## src/rtl/ysyx_22051086_id_ibuf_if.sv

```systemverilog
// IF -> IB -> ID handshake bundle: valid/allowin on both sides plus the {pc, inst} buses.
// slave modport is the buffer's view; master modport is the surrounding pipeline's view.
// Signals: if_to_ib_valid/ib_allowin/if_to_ib_bus (fetch side), ib_to_id_valid/id_allowin/ib_to_id_bus (decode side).
interface ysyx_22051086_id_ibuf_if #(
    parameter int DATA_W = 96
);
    logic              if_to_ib_valid;
    logic              ib_allowin;
    logic [DATA_W-1:0] if_to_ib_bus;
    logic              ib_to_id_valid;
    logic              id_allowin;
    logic [DATA_W-1:0] ib_to_id_bus;

    modport slave (
        input  if_to_ib_valid,
        input  if_to_ib_bus,
        input  id_allowin,
        output ib_allowin,
        output ib_to_id_valid,
        output ib_to_id_bus
    );

    modport master (
        output if_to_ib_valid,
        output if_to_ib_bus,
        output id_allowin,
        input  ib_allowin,
        input  ib_to_id_valid,
        input  ib_to_id_bus
    );
endinterface

```

## src/rtl/ysyx_22051086_id_ibuf.sv

```systemverilog
// Instruction buffer between IFU and IDU: DEPTH-entry circular FIFO of {pc, inst} bundles with redirect flush.
// Latency: 1 cycle push-to-head; 0 cycles on an empty buffer when YSYX_22051086_IBUF_BYPASS_EN is defined.
// Backpressure: ib_allowin = !full || pop || flush, combinational on id_allowin; flush drops everything incl. same-cycle push.
// Ports: clk, rst (async active-high), ib (slave modport of ysyx_22051086_id_ibuf_if),
//        flush, ib_count (occupancy 0..DEPTH), ib_full, ib_empty.
module ysyx_22051086_id_ibuf #(
    parameter int DATA_W = 96,
    parameter int DEPTH  = 4,
    parameter int CNT_W  = $clog2(DEPTH) + 1
) (
    input  logic                        clk,
    input  logic                        rst,
    ysyx_22051086_id_ibuf_if.slave      ib,
    input  logic                        flush,
    output logic [CNT_W-1:0]            ib_count,
    output logic                        ib_full,
    output logic                        ib_empty
);
    localparam int IDX_W = $clog2(DEPTH);

    logic [DATA_W-1:0] mem [DEPTH];
    logic [CNT_W-1:0]  rptr;
    logic [CNT_W-1:0]  wptr;
    logic [CNT_W-1:0]  cnt;
    logic [IDX_W-1:0]  ridx;
    logic [IDX_W-1:0]  widx;
    logic              push;
    logic              pop;
    logic              byp;
    logic              byp_take;
    logic              wr_en;
    logic              rd_en;

    assign ridx = rptr[IDX_W-1:0];
    assign widx = wptr[IDX_W-1:0];

    // Pointers carry one extra wrap bit so full and empty are distinguishable.
    assign ib_empty = (rptr == wptr);
    assign ib_full  = (ridx == widx) && (rptr[CNT_W-1] != wptr[CNT_W-1]);
    assign ib_count = cnt;

`ifdef YSYX_22051086_IBUF_BYPASS_EN
    // An empty buffer forwards the incoming bundle straight to ID in the same cycle.
    assign byp = ib_empty && ib.if_to_ib_valid && !flush;
`else
    assign byp = 1'b0;
`endif

    assign ib.ib_to_id_valid = !ib_empty || byp;
    always_comb begin
        ib.ib_to_id_bus = '0;
        if (!ib_empty) begin
            ib.ib_to_id_bus = mem[ridx];
        end else if (byp) begin
            ib.ib_to_id_bus = ib.if_to_ib_bus;
        end
    end

    assign pop  = ib.ib_to_id_valid && ib.id_allowin;
    // Flush keeps allowin high: the redirect-cycle fetch is accepted and silently dropped.
    assign ib.ib_allowin = !ib_full || pop || flush;
    assign push = ib.if_to_ib_valid && ib.ib_allowin;

    // A bypassed bundle consumed by ID never touches storage or pointers.
    assign byp_take = byp && ib.id_allowin;
    assign wr_en    = push && !flush && !byp_take;
    assign rd_en    = pop  && !flush && !byp_take;

    always_ff @(posedge clk or posedge rst) begin
        if (rst) begin
            rptr <= '0;
            wptr <= '0;
            cnt  <= '0;
        end else if (flush) begin
            rptr <= wptr;
            cnt  <= '0;
        end else begin
            if (wr_en) begin
                wptr <= wptr + CNT_W'(1);
            end
            if (rd_en) begin
                rptr <= rptr + CNT_W'(1);
            end
            case ({wr_en, rd_en})
                2'b10:   cnt <= cnt + CNT_W'(1);
                2'b01:   cnt <= cnt - CNT_W'(1);
                default: cnt <= cnt;
            endcase
        end
    end

    // Storage is not reset; valid data is tracked solely by the pointers.
    // When full with push+pop, widx equals ridx: the write lands in the slot being read out.
    always_ff @(posedge clk) begin
        if (wr_en) begin
            mem[widx] <= ib.if_to_ib_bus;
        end
    end
endmodule

```

## src/flat_wrapper.sv

```systemverilog
// flat-port wrapper written by rule: the top's interface ports become plain ports
module ysyx_22051086_id_ibuf_flat 
#(
    parameter int DATA_W = 96,
    parameter int DEPTH  = 4,
    parameter int CNT_W  = $clog2(DEPTH) + 1
)
  (clk, rst, flush, ib_count, ib_full, ib_empty, ib_if_to_ib_valid, ib_if_to_ib_bus, ib_id_allowin, ib_ib_allowin, ib_ib_to_id_valid, ib_ib_to_id_bus);
  ysyx_22051086_id_ibuf_if #(.DATA_W(DATA_W)) ib_i ();
  input  logic clk;
  input  logic rst;
  input  logic flush;
  output logic [CNT_W-1:0] ib_count;
  output logic ib_full;
  output logic ib_empty;
  input wire logic [$bits(ib_i.if_to_ib_valid)-1:0] ib_if_to_ib_valid;
  input wire logic [$bits(ib_i.if_to_ib_bus)-1:0] ib_if_to_ib_bus;
  input wire logic [$bits(ib_i.id_allowin)-1:0] ib_id_allowin;
  output wire logic [$bits(ib_i.ib_allowin)-1:0] ib_ib_allowin;
  output wire logic [$bits(ib_i.ib_to_id_valid)-1:0] ib_ib_to_id_valid;
  output wire logic [$bits(ib_i.ib_to_id_bus)-1:0] ib_ib_to_id_bus;
  assign ib_i.if_to_ib_valid = ib_if_to_ib_valid;
  assign ib_i.if_to_ib_bus = ib_if_to_ib_bus;
  assign ib_i.id_allowin = ib_id_allowin;
  assign ib_ib_allowin = ib_i.ib_allowin;
  assign ib_ib_to_id_valid = ib_i.ib_to_id_valid;
  assign ib_ib_to_id_bus = ib_i.ib_to_id_bus;
  ysyx_22051086_id_ibuf #(.DATA_W(DATA_W), .DEPTH(DEPTH), .CNT_W(CNT_W)) u_core (.clk(clk), .rst(rst), .ib(ib_i), .flush(flush), .ib_count(ib_count), .ib_full(ib_full), .ib_empty(ib_empty));
endmodule
```

## config.mk

```make
export PLATFORM = sky130hd
export DESIGN_NAME = ysyx_22051086_id_ibuf_flat
export DESIGN_NICKNAME = d
export VERILOG_FILES = /design/src/rtl/ysyx_22051086_id_ibuf_if.sv /design/src/rtl/ysyx_22051086_id_ibuf.sv /design/src/flat_wrapper.sv
export SDC_FILE = /design/constraint.sdc
export NUM_CORES = 1
export LEC_CHECK = 0
export CORE_ASPECT_RATIO = 1.75
export CORE_UTILIZATION = 49
export DETAILED_ROUTE_END_ITERATION = 7
export PLACE_DENSITY = 0.84
export RECOVER_POWER = 100
export SLEW_MARGIN = 20
export SYNTH_ARGS = -nofsm -noshare
export SYNTH_HDL_FRONTEND = slang
export SYNTH_SLANG_ARGS = --single-unit
```

## constraint.sdc

```tcl
create_clock -name clk -period 3.75 [get_ports clk]
set_input_delay 0.75 -clock clk [delete_from_list [all_inputs] [get_ports clk]]
set_output_delay 0.75 -clock clk [all_outputs]
set_load 0.01 [all_outputs]
```

# After elaboration in Yosys (flattened, before gate mapping)
# Memory sizes are Yosys's and may differ from the RTL's.
# Index checks and enable logic that the tools add are counted.
# totals
output_inout_bits	103
input_bits	101
memories	1
register_bits	9
ram_bits	384
word_cells	34
# op_classes
add_sub_neg	4
muxes	7
n_bitwise	1
eq_ne	5
n_reduce_logical	13
# memory_table
memory	depth	word_bits	rd	rd_ports_with_merged_regs	write_ports	line	source
u_core.mem	4	96	1	0	1	ysyx_22051086_id_ibuf.sv:21	logic [DATA_W-1:0] mem [DEPTH];
# ops
op	n
$mux W96	1
$add A3 B1 Y3 const B	3
$mux W3	3
$pmux W3 S2	1
$logic_and A1 B1 Y1	5
$eq A3 B3 Y1	1
$logic_not A1 Y1	3
$reduce_bool A3 Y1	1
$sub A3 B1 Y3 const B	1
$eq A2 B1 Y1 const B	1
$eq A2 B2 Y1	1
$eq A2 B2 Y1 const B	1
$logic_or A1 B1 Y1	2
$mux W1	2
$reduce_and A2 Y1	1
$reduce_bool A2 Y1	1
$ne A1 B1 Y1	1
$not A1 Y1	1

# Longest topological paths before layout
# Gate-level depths: netlist of run 1.
# logic_depth
ltp_word	10
mapped_depth	10
ltp_nobuf	9

# Least setup slack after synthesis of run 1
# Ideal clock, no wire load.
# synth_timing
kind	input -> register
from	input port flush
to	memory u_core.mem[2][0], enable pin
setup_ns	0.466
t_required_ns	3.284
path_buffers	0
stages	3
t_arrival_ns	3.283
setup_slack_ns	0.002
cell_sequence	inv_1 o311a_4 and2_1
# synth_via
elab_chain_len	5
elab_cells_between_ends	6
classes_between	mux: 2; reduce/logical: 4
# synth_rtl
item	line	source
from (decl)	flat_wrapper.sv:12	input logic flush;
$logic_or A1 B1 Y1	ysyx_22051086_id_ibuf.sv:61	assign ib.ib_allowin = !ib_full || pop || flush;
$logic_and A1 B1 Y1	ysyx_22051086_id_ibuf.sv:62	assign push = ib.if_to_ib_valid && ib.ib_allowin;
$logic_and A1 B1 Y1 *	ysyx_22051086_id_ibuf.sv:66	assign wr_en = push && !flush && !byp_take;
$mux W1 *	ysyx_22051086_id_ibuf.sv:95	if (wr_en) begin
$mux W1 (implied by the code) *	ysyx_22051086_id_ibuf.sv:96	mem[widx] <= ib.if_to_ib_bus;
to (decl)	ysyx_22051086_id_ibuf.sv:21	
# Mark *: on every way between the ends. The rest lies on a longest branch, timed or not.

# Worst setup path after layout of run 1
# layout_timing
from	register u_core.rptr[1]
to	output port ib_ib_to_id_bus[26]
# layout_via
elab_chain_len	2
elab_cells_between_ends	3
classes_between	eq/ne: 1; mux: 1; memory: 1
# layout_rtl
item	line	source
from (decl)	ysyx_22051086_id_ibuf.sv:22	logic [CNT_W-1:0] rptr;
from (signal assigned)	ysyx_22051086_id_ibuf.sv:75	rptr <= wptr;
from (signal assigned)	ysyx_22051086_id_ibuf.sv:82	rptr <= rptr + CNT_W'(1);
$mem_v2 Z4 W96 / $eq A3 B3 Y1 (equally long branches)	-	
$mux W96 *	ysyx_22051086_id_ibuf.sv:52	if (!ib_empty) begin
to (decl)	flat_wrapper.sv:21	output wire logic [$bits(ib_i.ib_to_id_bus)-1:0] ib_ib_to_id_bus;
# Marks and branches as above.

==> flow_metrics.tcl, run 1 <==
set metrics [dict create \
    status "complete, but fails checks" \
    violations "max-capacitance violations, max-slew violations" \
    multiInputGateArea_sq_um 3170 \
    clk_pin_slew_ps 60 \
    yosysSeqAreaShare_pct 77.6 \
    layout_min_cycle_time_ps 3580 \
    crit_required_ps 3000 \
    drive_above_1_share_pct 18.8 \
    grt_usage_pct 19.0 \
    io_pins 204 \
    dr.pass1.iters 4 \
    crit_chain "xnor2_1 > and3_4 > inv_4 > buf_4 > and2_1 > dlygate4sd3_1" \
    cts_resized 0 \
    fp.coreArea_sq_um 30300 \
    dieHeight_microns 235 \
    ys.flop_type "edfxtp_1" \
    dp_hpwl_mm 17.2 \
    die_area_sq_um 31700 \
    rr_worst_depth 5 \
    clk_latency_ps 520 \
    grt_pass1_vias 7801 \
    timing.setup.tns_ps 0 \
    syn_nets 782 \
    hold_ws_ps 588 \
    cp.buffers_inverters 3 \
    num_vias 7147 \
    grt_pass1_wl_mm 44.3 \
    detail-route-antenna-nets 0 \
    grt_max_degree 99 \
    p_per_area_nw_per_um2 787 \
    hold_path_class "flip-flop to flip-flop" \
    rrSetupSlack_ps 590 \
    r2r-start "u_core.rptr[0]" \
    fp.dieW_microns 135 \
    yosysUniqueCellTypes 34 \
    hold_end "u_core.ib_count[1]" \
    hold_buffers 0 \
    cts_sinks 393 \
    yosysMostFrequentCell "edfxtp_1" \
    cts_buffers 35 \
    clock_path_buffers 3 \
    root_buffer "clkbuf_16" \
    cts_setup_buffers 0 \
    maxCapViolations 2 \
    place.gp.congestion 0.728 \
    grt.overflow.total 0 \
    synth-seq-cells 393 \
    fin_worst_skew_ps 21.6 \
    whs_path_depth 2 \
    setup_viol 0 \
    slowest_stage "dlygate4sd3_1" \
    drtIter0Drc 378 \
    startpoint_type "flip-flop" \
    fmax_ghz 0.280 \
    leakage_nw 6.13 \
    syn_area_sq_um 15200 \
    finalMaxSlewViolations 116 \
    tightest_slew_ps 1750 \
    vias_per_cell 5.43 \
    cts_tree "yes" \
    postSynth.asyncResetShare_pct 2.29 \
    wl_per_cell_microns 21.9 \
    synth_common_cells "edfxtp_1, and2_1, mux4_2, clkbuf_1, buf_2" \
    end_kind "output pin" \
    yosysTopAreaCellShare_pct 76.1 \
    yosys_warnings 0 \
    synth_cells 675 \
    fin_crit_sh_pct 95.3 \
    drt-total-wl_mm 28.8 \
    relSlewSlack_pct -17.0 \
    cp_max_fo 53 \
    slowest_delay_ps 600 \
    reg2reg_to "u_core.mem[0][43]" \
    finalHoldViolCount 0 \
    initial_core_util_pct 50.1 \
    rsz0062_at_grt "no" \
    hp-start "u_core.ib_count[1]" \
    synthTopCellsByArea "edfxtp_1, mux4_2, and2_1, dfrtp_1, xnor2_2" \
    final-seq-area_sq_um 11800 \
    rows 84 \
    netlist.top_cell.by_area "edfxtp_1" \
    post-route-drc-count 0 \
    vdd_drop_max_v 0.000749 \
    h-tree-depth 2 \
    syn2layout_area_growth_pct 24.4 \
    antenna_found_initial 9 \
    critical_path_arrival_ps 2830 \
    crit_type "flip-flop to output pin" \
    crit_family "buffers and inverters" \
    nFillCells 2086 \
    synth_edf_count 384 \
    final_nets 1002 \
    portBuffers 203 \
    syn_area_per_cell_sq_um 22.5 \
]
==> where the power goes <==
group          switching, mW  internal [mW]  total (mW)
clock network           1.52           2.06        3.57
logic                   2.63           3.09        5.73
registers              0.151           5.38        5.53
total                   4.30           10.5        14.8
==> worst register-to-register path: stages (launching register included) <==
cell     delay (ps)
dfrtp_4         520
xnor2_2         160
nand2_1         110
o311a_1         310
and2_0         1350
buf_4           410
==> layer usage <==
metal,vias up,global-route usage (%),wire [microns]
li1,3189,-,-
met2,210,33.7,15800
met4,2,10.2,1160
met3,62,3.21,1250
met1,3684,21.4,10600
met5,-,0,10
==> area by class of cell <==
type	count	area share (%)
Clock inverter	22	1.24
Clock buffer	41	4.88
Sequential cell	393	62.4
Timing Repair Buffer	216	11.8
Tap cell	387	2.57
Inverter	7	0.153
Antenna cell	8	0.106
Multi-Input combinational cell	242	16.8
==> logic make-up (layout without fill, tap and decap cells) <==
kind of cell	Yosys count	in the layout	share of synthesized area [%]
AO/OA/AOI/OAI	10	10	0.520
XOR/XNOR	6	6	0.545
adder cells (fa/ha/maj)	6	6	0.545
buffers and inverters	40	286	1.35
flip-flops	393	393	77.6
multiplexers	100	100	14.6
other	0	8	0
AND/OR/NAND/NOR	120	120	4.90
==> state kept, by name (all words and copies together), names as in the netlist <==
signal / flops
u_core.mem: 384
u_core.ib_count: 3
u_core.rptr: 3
u_core.wptr: 3
==> through the flow <==
stage               std cells  setup slack (ps)  total power, mW  utilization [%]  area, sq um
detailed placement       1245               544             11.7             58.6        17700
global route             1316              31.8             15.5             62.3        18800
floorplan                 675              1.81             8.85                -        15200
global placement         1245               538             11.6             58.6        17700
finish                   1316               175             14.8             62.3        18800
CTS                      1308               137             15.3             62.4        18900
==> layout by cell type, fill, tap and decap left out, types with 4 or more instances in the layout <==
cell type,instances
clkinv_2,9
dlygate4sd3_1,150
clkbuf_1,5
clkdlybuf4s50_1,53
mux4_2,96
bufinv_16,4
clkinv_1,4
inv_1,6
clkbuf_16,36
buf_12,8
diode_2,8
dfrtp_1,7
and2_1,82
and2_0,20
nand2_1,8
ha_1,5
edfxtp_1,384
==> worst max path at each step <==
stage                         startpoint             endpoint  slack [ps]  cells past startpoint
after floorplan                    flush     u_core.mem[2][0]           2                      3
after global placement             flush        ib_ib_allowin         540                      3
after detailed placement           flush        ib_ib_allowin         540                      3
after CTS                 u_core.rptr[1]   ib_ib_to_id_bus[0]         140                      6
after global routing      u_core.rptr[1]  ib_ib_to_id_bus[52]          30                      6
final                     u_core.rptr[1]  ib_ib_to_id_bus[26]         170                      6
Note: power is estimated with default switching activity, not from simulation.
==> run 2, diff against run 1 <==
--- a/config.mk
+++ b/config.mk
@@ -10,7 +10,6 @@
 export DETAILED_ROUTE_END_ITERATION = 7
 export PLACE_DENSITY = 0.84
 export RECOVER_POWER = 100
-export SLEW_MARGIN = 20
 export SYNTH_ARGS = -nofsm -noshare
 export SYNTH_HDL_FRONTEND = slang
 export SYNTH_SLANG_ARGS = --single-unit
==> results of run 2 <==
Same layout as run 1: the final DEF is identical, and so are final timing and power.
==> run 3, diff against run 2 <==
--- a/config.mk
+++ b/config.mk
@@ -10,6 +10,7 @@
 export DETAILED_ROUTE_END_ITERATION = 7
 export PLACE_DENSITY = 0.84
 export RECOVER_POWER = 100
+export REMOVE_ABC_BUFFERS = 1
 export SYNTH_ARGS = -nofsm -noshare
 export SYNTH_HDL_FRONTEND = slang
 export SYNTH_SLANG_ARGS = --single-unit
==> flow_metrics.tcl, run 3 (same netlist as run 1, synthesis figures left out) <==
set metrics [dict create \
    fin_worst_skew_ps 13.9 \
    drive_above_1_share_pct 18.7 \
    leakage_nw 6.12 \
    cts_tree "yes" \
    cts_buffers 36 \
    largest_reg_flops 384 \
    multiInputGateArea_sq_um 3180 \
    r2r-start "u_core.rptr[0]" \
    rrSetupSlack_ps 330 \
    io_pins 204 \
    final_nets 1010 \
    cp_max_fo 36 \
    slowest_stage "dfrtp_4" \
    layout_min_cycle_time_ps 3610 \
    finalPower_mw 15.0 \
    fmax_ghz 0.277 \
    whs_path_depth 2 \
    violations "max-capacitance violations, max-slew violations" \
    final_common_cell "edfxtp_1" \
    p_per_area_nw_per_um2 795 \
    finalHoldViolCount 0 \
    fin_crit_sh_pct 96.2 \
    relSlewSlack_pct -0.972 \
    syn2layout_area_growth_pct 24.6 \
    hold_path_class "flip-flop to flip-flop" \
    post-route-drc-count 0 \
    fp.coreArea_sq_um 30300 \
    crit_family "buffers and inverters" \
    grt_usage_pct 19.8 \
    rr_worst_depth 5 \
    final-seq-area_sq_um 11800 \
    cts_setup_buffers 0 \
    drt-total-wl_mm 30.2 \
    dr.pass1.iters 4 \
    finalMaxSlewViolations 25 \
    startpoint_type "flip-flop" \
    grt.overflow.total 0 \
    fp.dieW_microns 135 \
    hp-start "u_core.ib_count[1]" \
    cts_sinks 393 \
    clk_pin_slew_ps 70 \
    vdd_drop_max_v 0.000688 \
    crit_chain "xnor2_2 > and3_4 > inv_6 > buf_4 > and2_0 > clkdlybuf4s50_1" \
    dieHeight_microns 235 \
    cp.buffers_inverters 3 \
    status "complete, but fails checks" \
    wl_per_cell_microns 22.9 \
    vias_per_cell 5.47 \
    slowest_delay_ps 620 \
    drtIter0Drc 404 \
    detail-route-antenna-nets 0 \
    grt_pass1_wl_mm 46.0 \
    hold_end "u_core.ib_count[1]" \
    grt_pass1_vias 7991 \
    setup_viol 0 \
    die_area_sq_um 31700 \
    antenna_found_initial 10 \
    grt_max_degree 99 \
    clk_latency_ps 530 \
    rows 84 \
    portBuffers 203 \
    clock_path_buffers 3 \
    initial_core_util_pct 50.1 \
    h-tree-depth 2 \
    timing.setup.tns_ps 0 \
    reg2reg_to "u_core.mem[0][41]" \
    crit_type "flip-flop to output pin" \
    dp_hpwl_mm 18.1 \
    end_kind "output pin" \
    num_vias 7218 \
    tightest_slew_ps 1510 \
    maxCapViolations 1 \
    rsz0062_at_grt "no" \
    regMostFlops "u_core.mem" \
    crit_required_ps 3000 \
    root_buffer "clkbuf_16" \
    layout_common_cells "edfxtp_1, dlygate4sd3_1, mux4_2, clkdlybuf4s50_1, and2_1" \
    critical_path_arrival_ps 2860 \
    nFillCells 2050 \
    place.gp.congestion 0.719 \
]
==> run 3: power breakdown <==
| part | total, mW | internal, mW | leakage [nW] | switching, mW |
|---|---|---|---|---|
| registers | 5.57 | 5.37 | 3.59 | 0.193 |
| logic | 5.88 | 3.19 | 1.97 | 2.70 |
| clock network | 3.57 | 2.08 | 0.547 | 1.49 |
| total | 15.0 | 10.6 | 6.12 | 4.38 |
==> run 3: worst max path at each step <==
| stage | startpoint | endpoint | depth (start not counted) |
|---|---|---|---|
| final | u_core.rptr[0] | ib_ib_to_id_bus[9] | 6 |
| after floorplan | u_core.rptr[0] | u_core.mem[1][0] | 4 |
| after CTS | u_core.rptr[0] | ib_ib_to_id_bus[37] | 4 |
| after global routing | u_core.rptr[0] | ib_ib_to_id_bus[8] | 6 |
| after global placement | u_core.rptr[0] | ib_ib_to_id_bus[38] | 4 |
| after detailed placement | u_core.rptr[0] | ib_ib_to_id_bus[38] | 4 |
==> run 3: timing repair <==
item / in CTS / in global routing
resized for setup: 1 / 1
endpoints found under the setup margin: 10 / 54
gates cloned: 0 / 1
hold buffers: 0 / 0
==> run 3: metrics by stage <==
stage | hold WS [ps] | setup slack (ps) | area (sq um) | utilization [%] | instances
after global placement | 557 | 572 | 17800 | 58.7 | 1251
after floorplan | 553 | -3240 | 15000 | - | 642
after global routing | 618 | 12.2 | 18900 | 62.4 | 1317
after CTS | 490 | 11.4 | 18900 | 62.5 | 1311
final | 596 | 144 | 18900 | 62.4 | 1319
after detailed placement | 590 | 556 | 17800 | 58.7 | 1251
==> run 3: metal layers <==
| layer | vias to the layer above | part of all wire, % | GRT usage, % |
|---|---|---|---|
| met1 | 3751 | 37 | 22.2 |
| met5 | - | 0.13 | 0 |
| met2 | 194 | 55 | 35.5 |
| met3 | 65 | 4.9 | 4.12 |
| met4 | 6 | 3.3 | 9.06 |
| li1 | 3202 | - | - |
==> run 3: cell type report <==
type                            count  area share, %
Antenna cell                        7         0.0928
Tap cell                          387           2.56
Timing Repair Buffer              223           12.1
Clock buffer                       45           5.06
Sequential cell                   393           62.3
Inverter                            7          0.166
Clock inverter                     15          0.921
Multi-Input combinational cell    242           16.8
==> run 3: worst min-delay path: stages (launching register included) <==
cell and delay [ps]:
dfrtp_1 410, nand2_1 70, mux2i_1 70
